[src/rtl/owt_pkg.sv]
// Shared types and constants for the one-wire-style frame receiver.
package owt_pkg;

    localparam int unsigned CMD_W     = 8;
    localparam int unsigned DAT_W     = 16;
    localparam int unsigned CRC_W     = 8;
    localparam int unsigned BIT_CNT_W = 5;

    localparam logic [CRC_W-1:0] CRC_POLY = 8'h07;

    typedef enum logic [2:0] {
        S_IDLE = 3'd0,
        S_PRE  = 3'd1,
        S_CMD  = 3'd2,
        S_DAT  = 3'd3,
        S_CRC  = 3'd4
    } owt_state_e;

    // One bit-serial step of the MSB-first CRC-8 (no reflection, no final XOR).
    function automatic logic [CRC_W-1:0] crc8_step(input logic [CRC_W-1:0] crc,
                                                   input logic             b);
        logic fb;
        fb = crc[CRC_W-1] ^ b;
        return {crc[CRC_W-2:0], 1'b0} ^ (fb ? CRC_POLY : '0);
    endfunction

endpackage

[src/rtl/owt_crc8.sv]
// Combinational single-bit CRC-8 update used by the receiver datapath.
module owt_crc8
    import owt_pkg::*;
(
    input  logic [CRC_W-1:0] crc_in_i,
    input  logic             bit_i,
    output logic [CRC_W-1:0] crc_out_o
);

    assign crc_out_o = crc8_step(crc_in_i, bit_i);

endmodule

[src/rtl/owt_rx_ctrl.sv]
// Frame receiver: preamble/start detection, cmd+data+CRC shift-in, CRC check,
// inter-symbol timeout and a one-deep valid/ready output holding register.
module owt_rx_ctrl
    import owt_pkg::*;
#(
    parameter int unsigned      PRE_N  = 4,
    parameter int unsigned      TO_W   = 12,
    parameter logic [TO_W-1:0]  TO_CYC = TO_W'(2000)
) (
    input  logic              i_clk,
    input  logic              i_rst_n,
    input  logic              i_en,
    input  logic              i_sym_vld,
    input  logic              i_sym_data,
    output logic              o_frm_vld,
    input  logic              i_frm_rdy,
    output logic [CMD_W-1:0]  o_cmd,
    output logic [DAT_W-1:0]  o_data,
    output logic              o_crc_err,
    output logic              o_to_err,
    output logic              o_ovf_err,
    output logic              o_pre_err,
    output logic              o_busy
);

    localparam int unsigned PRE_W = (PRE_N < 2) ? 1 : $clog2(PRE_N + 1);

    // Output handshake: a frame is transferred on any cycle with
    // o_frm_vld & i_frm_rdy; o_cmd/o_data/o_crc_err are frozen while o_frm_vld is high.

    owt_state_e             state_q;
    logic [PRE_W-1:0]       pre_cnt_q;
    logic [BIT_CNT_W-1:0]   bit_cnt_q;
    logic [CMD_W-1:0]       cmd_sh_q;
    logic [DAT_W-1:0]       dat_sh_q;
    logic [CRC_W-2:0]       rx_crc_q;
    logic [CRC_W-1:0]       crc_q;
    logic [CRC_W-1:0]       crc_d;
    logic [TO_W-1:0]        to_q;

    logic                   frm_vld_q;
    logic [CMD_W-1:0]       cmd_q;
    logic [DAT_W-1:0]       data_q;
    logic                   crc_err_q;
    logic                   to_err_q;
    logic                   ovf_err_q;
    logic                   pre_err_q;

    logic                   to_hit;
    logic [CRC_W-1:0]       rx_crc_full;

    owt_crc8 u_crc8 (
        .crc_in_i  (crc_q),
        .bit_i     (i_sym_data),
        .crc_out_o (crc_d)
    );

    // A symbol arriving on the threshold cycle takes priority over the timeout.
    assign to_hit      = (state_q != S_IDLE) && !i_sym_vld && (to_q == TO_CYC - TO_W'(1));
    assign rx_crc_full = {rx_crc_q, i_sym_data};

    always_ff @(posedge i_clk or negedge i_rst_n) begin
        if (!i_rst_n) begin
            state_q   <= S_IDLE;
            pre_cnt_q <= '0;
            bit_cnt_q <= '0;
            cmd_sh_q  <= '0;
            dat_sh_q  <= '0;
            rx_crc_q  <= '0;
            crc_q     <= '0;
            to_q      <= '0;
            frm_vld_q <= 1'b0;
            cmd_q     <= '0;
            data_q    <= '0;
            crc_err_q <= 1'b0;
            to_err_q  <= 1'b0;
            ovf_err_q <= 1'b0;
            pre_err_q <= 1'b0;
        end else begin
            to_err_q  <= 1'b0;
            ovf_err_q <= 1'b0;
            pre_err_q <= 1'b0;

            if (!i_en) begin
                state_q   <= S_IDLE;
                pre_cnt_q <= '0;
                bit_cnt_q <= '0;
                cmd_sh_q  <= '0;
                dat_sh_q  <= '0;
                rx_crc_q  <= '0;
                crc_q     <= '0;
                to_q      <= '0;
                frm_vld_q <= 1'b0;
                cmd_q     <= '0;
                data_q    <= '0;
                crc_err_q <= 1'b0;
            end else begin
                if (frm_vld_q && i_frm_rdy) begin
                    frm_vld_q <= 1'b0;
                end

                if (i_sym_vld) begin
                    to_q <= '0;
                end else if (state_q != S_IDLE && to_q != '1) begin
                    to_q <= to_q + TO_W'(1);
                end

                if (to_hit) begin
                    state_q   <= S_IDLE;
                    pre_cnt_q <= '0;
                    bit_cnt_q <= '0;
                    crc_q     <= '0;
                    to_q      <= '0;
                    to_err_q  <= 1'b1;
                end else if (i_sym_vld) begin
                    unique case (state_q)
                        S_IDLE: begin
                            if (i_sym_data) begin
                                state_q   <= S_PRE;
                                pre_cnt_q <= PRE_W'(1);
                            end
                        end
                        S_PRE: begin
                            if (i_sym_data) begin
                                if (pre_cnt_q < PRE_W'(PRE_N)) begin
                                    pre_cnt_q <= pre_cnt_q + PRE_W'(1);
                                end
                            end else if (pre_cnt_q >= PRE_W'(PRE_N)) begin
                                state_q   <= S_CMD;
                                pre_cnt_q <= '0;
                                bit_cnt_q <= '0;
                                crc_q     <= '0;
                            end else begin
                                state_q   <= S_IDLE;
                                pre_cnt_q <= '0;
                                pre_err_q <= 1'b1;
                            end
                        end
                        S_CMD: begin
                            cmd_sh_q <= {cmd_sh_q[CMD_W-2:0], i_sym_data};
                            crc_q    <= crc_d;
                            if (bit_cnt_q == BIT_CNT_W'(CMD_W - 1)) begin
                                state_q   <= S_DAT;
                                bit_cnt_q <= '0;
                            end else begin
                                bit_cnt_q <= bit_cnt_q + BIT_CNT_W'(1);
                            end
                        end
                        S_DAT: begin
                            dat_sh_q <= {dat_sh_q[DAT_W-2:0], i_sym_data};
                            crc_q    <= crc_d;
                            if (bit_cnt_q == BIT_CNT_W'(DAT_W - 1)) begin
                                state_q   <= S_CRC;
                                bit_cnt_q <= '0;
                            end else begin
                                bit_cnt_q <= bit_cnt_q + BIT_CNT_W'(1);
                            end
                        end
                        S_CRC: begin
                            rx_crc_q <= rx_crc_full[CRC_W-2:0];
                            if (bit_cnt_q == BIT_CNT_W'(CRC_W - 1)) begin
                                state_q   <= S_IDLE;
                                bit_cnt_q <= '0;
                                crc_q     <= '0;
                                // Held frame not consumed this cycle: keep it, drop the new one.
                                if (frm_vld_q && !i_frm_rdy) begin
                                    ovf_err_q <= 1'b1;
                                end else begin
                                    frm_vld_q <= 1'b1;
                                    cmd_q     <= cmd_sh_q;
                                    data_q    <= dat_sh_q;
                                    crc_err_q <= (rx_crc_full != crc_q);
                                end
                            end else begin
                                bit_cnt_q <= bit_cnt_q + BIT_CNT_W'(1);
                            end
                        end
                        default: begin
                            state_q <= S_IDLE;
                        end
                    endcase
                end
            end
        end
    end

    assign o_frm_vld = frm_vld_q;
    assign o_cmd     = cmd_q;
    assign o_data    = data_q;
    assign o_crc_err = crc_err_q;
    assign o_to_err  = to_err_q;
    assign o_ovf_err = ovf_err_q;
    assign o_pre_err = pre_err_q;
    assign o_busy    = (state_q != S_IDLE);

endmodule

[config.mk]
export PLATFORM = sky130hd
export DESIGN_NAME = owt_rx_ctrl
export DESIGN_NICKNAME = d
export VERILOG_FILES = /design/src/rtl/owt_pkg.sv /design/src/rtl/owt_crc8.sv /design/src/rtl/owt_rx_ctrl.sv
export SDC_FILE = /design/constraint.sdc
export NUM_CORES = 1
export LEC_CHECK = 0
export CAP_MARGIN = 20
export CORE_ASPECT_RATIO = 0.6
export CORE_MARGIN = 3
export CORE_UTILIZATION = 52
export CTS_CLUSTER_SIZE = 24
export DETAILED_ROUTE_END_ITERATION = 10
export GPL_TIMING_DRIVEN = 0
export PLACE_DENSITY = 0.76
export SLEW_MARGIN = 10
export SYNTH_ARGS = -nofsm -noshare
export SYNTH_HDL_FRONTEND = slang
export SYNTH_SLANG_ARGS = --single-unit
[constraint.sdc]
create_clock -name i_clk -period 2.15 [get_ports i_clk]
set_input_delay 0.215 -clock i_clk [delete_from_list [all_inputs] [get_ports i_clk]]
set_output_delay 0.215 -clock i_clk [all_outputs]
set_load 0.03 [all_outputs]
==> results of run 1 <==
final timing paths:
path / endpoint / from / slack [ps] / cells past startpoint
setup / recovery: bit_cnt_q[3] / bit_cnt_q[1] / 4 / 9
hold / removal: o_frm_vld / i_en / 300 / 3
setup reg to reg: bit_cnt_q[3] / bit_cnt_q[1] / 4 / 9
hold reg to reg: o_cmd[6] / o_cmd[6] / 480 / 2
max in group asynchronous: state_q[0] / i_rst_n / 1100 / 3
min in group asynchronous: to_q[11] / i_rst_n / 400 / 2
logic make-up (layout without fill, tap and decap cells):
| group | count (synthesis) | after routing | synth area share |
|---|---|---|---|
| buffers and inverters | 42 | 105 | 0.0411 |
| AO/OA/AOI/OAI | 106 | 106 | 0.156 |
| AND/OR/NAND/NOR | 167 | 167 | 0.197 |
| adder cells (fa/ha/maj) | 5 | 5 | 0.0149 |
| flip-flops | 91 | 91 | 0.542 |
| XOR/XNOR | 17 | 17 | 0.0355 |
| multiplexers | 5 | 5 | 0.0131 |
critical path: stages, from the launching register on:
cell and delay [ps]:
dfrtp_1 440, ha_4 200, nand3_1 110, inv_1 60
ha_2 200, a21oi_2 150, o21ai_0 150, a21oi_2 250
or4b_1 440, o21ai_1 80
per-layer routing:
layer	up-vias	global-route usage	wire length [microns]
met2	122	0.329	4420
met1	1688	0.337	4810
met4	0	0.0733	132
li1	1625	-	-
met5	-	0	0
met3	19	0.0631	713
where the power goes:
| group | internal [W] | switching (W) |
|---|---|---|
| Sequential | 0.00175 | 0.0000326 |
| Clock | 0.000932 | 0.000676 |
| Combinational | 0.000127 | 0.000242 |
| Total | 0.00281 | 0.000950 |
registers in the layout (all words and copies together), names as in the netlist, 3 cells and up:
register,cells
state_q,3
bit_cnt_q,5
cmd_sh_q,8
pre_cnt_q,3
to_q,12
rx_crc_q,7
dat_sh_q,16
o_data,16
crc_q,8
o_cmd,8
metrics by stage:
step	TNS [ps]	hold WS [ps]
after floorplan	0	-80.6
after global placement	-229610	462
after detailed placement	-15320	233
after CTS	0	293
after global routing	-308	302
final	0	296
area by class of cell:
class                           instances  area, sq um  share of cell area
Clock buffer                           10          239              0.0461
Clock inverter                          6         63.8              0.0123
Sequential cell                        91         2280               0.440
Tap cell                              104          130              0.0251
Multi-Input combinational cell        300         1830               0.353
Buffer                                 19         97.6              0.0188
Inverter                               23         86.3              0.0167
Timing Repair Buffer                   47          458              0.0883
placed cells by master, fill, tap and decap left out, types with 6 or more instances in the layout:
cell / instances
nor2_1: 30
a22o_2: 8
buf_4: 15
clkdlybuf4s50_1: 31
a21oi_1: 10
xnor2_1: 13
clkbuf_1: 11
dfrtp_1: 88
nand2_1: 70
clkbuf_16: 9
nand3_1: 24
nand4_1: 6
o21ai_0: 57
inv_1: 22
o31ai_1: 10
o21ai_1: 6
repair_timing:
| item | CTS | global route |
|---|---|---|
| resized for setup | 13 | 22 |
| endpoints found under the setup margin | 47 | 50 |
| pin swaps | 4 | 8 |
| hold endpoints to repair | 41 | 0 |
| buffers inserted | 6 | 6 |
| hold buffers | 1 | 0 |
==> results.sh, run 1 <==
export IMPL_status="finished clean"
export IMPL_p_per_area_nw_per_um2=725
export IMPL_drive_gt1_frac=0.157
export IMPL_ant_nets=0
export IMPL_worstSkewPairLatency_ps=340
export IMPL_synth_edff_count=0
export IMPL_std_cell_rows=24
export IMPL_ir_drop_v=0.000375
export IMPL_cp_start_kind="flip-flop"
export IMPL_crit_fanout=5
export IMPL_finish_utilization=0.688
export IMPL_area_growth_syn_to_layout_pct=23.5
export IMPL_path_clk_slew_ps=70
export IMPL_synth_area_sq_um=4200
export IMPL_grt_pass1_wl_microns=16200
export IMPL_fp_coreArea_sq_um=7540
export IMPL_gp_congestion=0.950
export IMPL_synth_area_leaders="dfrtp_1 (54%), o21ai_0 (7.4%), nand2_1 (6.3%)"
export IMPL_drv_slew=0
export IMPL_fill_cells=582
export IMPL_port_buffers=33
export IMPL_vias_per_cell=5.76
export IMPL_syn_instance_count=433
export IMPL_die_h_microns=75.6
export IMPL_diodes=0
export IMPL_vias=3454
export IMPL_clockBufferDepth=2
export IMPL_route_detailed_wl_per_inst_microns=16.8
export IMPL_finalCriticalPeriod_ps=2150
export IMPL_post_synth_top_area_fraction=0.542
export IMPL_grt_usage=0.228
export IMPL_path_class="reg -> reg"
export IMPL_cts_max_level=3
export IMPL_cp_arrival_ps=2420
export IMPL_initial_core_util=0.557
export IMPL_antenna_found_initial=0
export IMPL_grt_max_degree=51
export IMPL_fin_cells=600
export IMPL_tightest_slew_ps=579
export IMPL_power_total_w=0.00376
export IMPL_cp_end_kind="flip-flop"
export IMPL_drtIter0Drc=409
export IMPL_synth_area_leader_cell="dfrtp_1"
export IMPL_rsz0062_at_grt="true"
export IMPL_firstDrtPassIters=5
export IMPL_synth_distinct_cells=52
export IMPL_synth_fp_nets=444
export IMPL_drc=0
export IMPL_die_x_microns=122
export IMPL_dpl_instance_area_sq_um=4680
export IMPL_fin_skew_ps=4.35
export IMPL_stdcell_area_sq_um=5180
export IMPL_dpl_cell_count=571
export IMPL_tritoncts="yes"
export IMPL_synth_seq_cells=91
export IMPL_root_buffer="clkbuf_16"
export IMPL_yosysWarnings=0
export IMPL_synth_common_cells="dfrtp_1 (91), nand2_1 (70), o21ai_0 (62)"
export IMPL_cts_sinks=91
export IMPL_overflow=0
export IMPL_drv_cap=0
export IMPL_numCtsBuffers=9
export IMPL_synthArstFlopShare=1.00
export IMPL_leakage_nw=2.18
export IMPL_die_area_sq_um=9220
export IMPL_final_nets=502
export IMPL_hold_viol_final=0
export IMPL_setup_viol=0
export IMPL_synthFlopType="dfrtp_1"
export IMPL_min_path_type="in -> reg"
export IMPL_max_freq_mhz=466
export IMPL_postSynthAreaPerCell_sq_um=9.70
export IMPL_ys_seq_area_frac=0.542
export IMPL_crit_required_ps=2420
export IMPL_worst_slack_ps=4.05
export IMPL_fin_crit_sh=0.998
export IMPL_maxSlewHeadroom=0.614
export IMPL_synth_most_common_cell="dfrtp_1"
export IMPL_wirelength_microns=10100
export IMPL_dpl_hpwl_microns=6710
export IMPL_grt_pass1_vias=3203
export IMPL_ios=36
export IMPL_place_ws_ps=-602
Power figures use the tool's default switching activity.
==> inputs of run 2 (changes only) <==
--- a/config.mk
+++ b/config.mk
@@ -13,6 +13,7 @@
 export DETAILED_ROUTE_END_ITERATION = 10
 export GPL_TIMING_DRIVEN = 0
 export PLACE_DENSITY = 0.76
+export SKIP_CTS_REPAIR_TIMING = 1
 export SLEW_MARGIN = 10
 export SYNTH_ARGS = -nofsm -noshare
 export SYNTH_HDL_FRONTEND = slang
==> run 2 against run 1 <==
Against the previous run: clock skew shrank 1.5 ps; count of clock-buffer cells in the layout is the same; via count shrank 0.75%; sequential power is essentially flat; combinational power shrank 1%; first-iteration DRC count shrank 4.2%; worst hold slack lost 30 ps; core utilization is essentially flat.
==> results.sh, run 2 (synthesis results as in run 1) <==
export IMPL_status="finished clean"
export IMPL_fin_skew_ps=2.86
export IMPL_tritoncts="yes"
export IMPL_path_class="reg -> reg"
export IMPL_hold_viol_final=0
export IMPL_leakage_nw=2.17
export IMPL_grt_max_degree=51
export IMPL_drive_gt1_frac=0.156
export IMPL_diodes=0
export IMPL_drc=0
export IMPL_dpl_hpwl_microns=6710
export IMPL_crit_fanout=9
export IMPL_ir_drop_v=0.000378
export IMPL_use_met1=0.328
export IMPL_cp_start_kind="flip-flop"
export IMPL_cp_end_kind="flip-flop"
export IMPL_ant_nets=0
export IMPL_grt_pass1_vias=3131
export IMPL_std_cell_rows=24
export IMPL_cp_arrival_ps=2410
export IMPL_min_path_type="in -> reg"
export IMPL_wirelength_microns=9830
export IMPL_worstSkewPairLatency_ps=350
export IMPL_r2r_cells=7
export IMPL_drv_slew=0
export IMPL_antenna_found_initial=0
export IMPL_initial_core_util=0.557
export IMPL_worst_slack_ps=15.4
export IMPL_drtIter0Drc=392
export IMPL_rrSetupSlack_ps=20
export IMPL_setup_viol=0
export IMPL_area_growth_syn_to_layout_pct=23.4
export IMPL_grt_pass1_wl_microns=15800
export IMPL_grt_usage=0.223
export IMPL_finalCriticalPeriod_ps=2130
export IMPL_rsz0062_at_grt="true"
export IMPL_numCtsBuffers=9
export IMPL_fp_coreArea_sq_um=7540
export IMPL_tightest_slew_ps=601
export IMPL_r2r_end="bit_cnt_q[3]"
export IMPL_maxSlewHeadroom=0.599
export IMPL_use_met3=0.0653
export IMPL_final_cell_mix="dfrtp_1 (87), nand2_1 (70), o21ai_0 (55)"
export IMPL_firstDrtPassIters=4
export IMPL_critPathCapture="bit_cnt_q[3]"
export IMPL_use_met2=0.318
export IMPL_top_usage_layer="met1"
export IMPL_min_from="i_en"
export IMPL_vias=3428
export IMPL_p_per_area_nw_per_um2=723
export IMPL_cts_sinks=91
export IMPL_place_ws_ps=-602
export IMPL_ios=36
export IMPL_cts_max_level=3
export IMPL_fin_crit_sh=0.993
export IMPL_die_h_microns=75.6
export IMPL_setup_tns_final_ps=0
export IMPL_root_buffer="clkbuf_16"
export IMPL_overflow=0
export IMPL_max_freq_mhz=468
export IMPL_clockBufferDepth=2
export IMPL_gp_congestion=0.950
export IMPL_final_nets=499
export IMPL_regToRegStartpoint="state_q[0]"
export IMPL_die_area_sq_um=9220
export IMPL_route_detailed_wl_per_inst_microns=16.5
export IMPL_port_buffers=33
export IMPL_startpoint="state_q[0]"
export IMPL_path_clk_slew_ps=60
export IMPL_crit_required_ps=2420
export IMPL_layout_commonest_cell="dfrtp_1"
export IMPL_vias_per_cell=5.74
export IMPL_die_x_microns=122
export IMPL_drv_cap=0
## run 2: cell count changes in the layout (fill, tap and decap cells not counted), sizes merged
cell,delta
buf,-3
## run 2: through the flow
stage / utilization / hold slack, ps / std cells / area [sq um] / total power, W
global route: 0.687 / 268 / 597 / 5180 / 0.00389
finish: 0.687 / 266 / 597 / 5180 / 0.00375
detailed placement: 0.622 / 233 / 571 / 4680 / 0.00215
floorplan: - / -80.6 / 433 / 4200 / 0.00201
CTS: 0.662 / -133 / 587 / 4990 / 0.00374
global placement: 0.618 / 462 / 570 / 4660 / 0.00213
## run 2: area by class of cell
cell class,instances,area [sq um]
Buffer,19,101
Clock buffer,10,239
Clock inverter,6,63.8
Fill cell,586,2360
Inverter,23,86.3
Multi-Input combinational cell,300,1830
Sequential cell,91,2280
Tap cell,104,130
Timing Repair Buffer,44,448
## run 2: where the power goes
group / total, W / internal (W) / leakage [nW] / switching [W]
clock: 0.00160 / 0.000932 / 0.145 / 0.000667
sequential: 0.00178 / 0.00175 / 1.25 / 0.0000332
combinational: 0.000364 / 0.000125 / 0.776 / 0.000239
## run 2: worst min-delay path by stage
stage | endpoint | slack (ps) | depth (start not counted)
final | o_ovf_err | 270 | 4
after global routing | o_ovf_err | 270 | 4
after CTS | to_q[11] | -130 | 1
after detailed placement | to_q[11] | 230 | 1
after global placement | dat_sh_q[2] | 460 | 2
after floorplan | bit_cnt_q[0] | -80 | 0
## run 2: critical path: stages, from the launching register on
cell,delay (ps)
dfrtp_2,460
or3_4,460
nand4_4,160
o31ai_4,90
buf_12,150
a21oi_2,200
or4b_1,450
o21ai_1,80
## run 2: layer usage
layer / vias to the layer above / routed length [microns]
met5: - / 0
met4: 0 / 113
met2: 103 / 4400
met3: 14 / 517
met1: 1698 / 4800
li1: 1613 / -
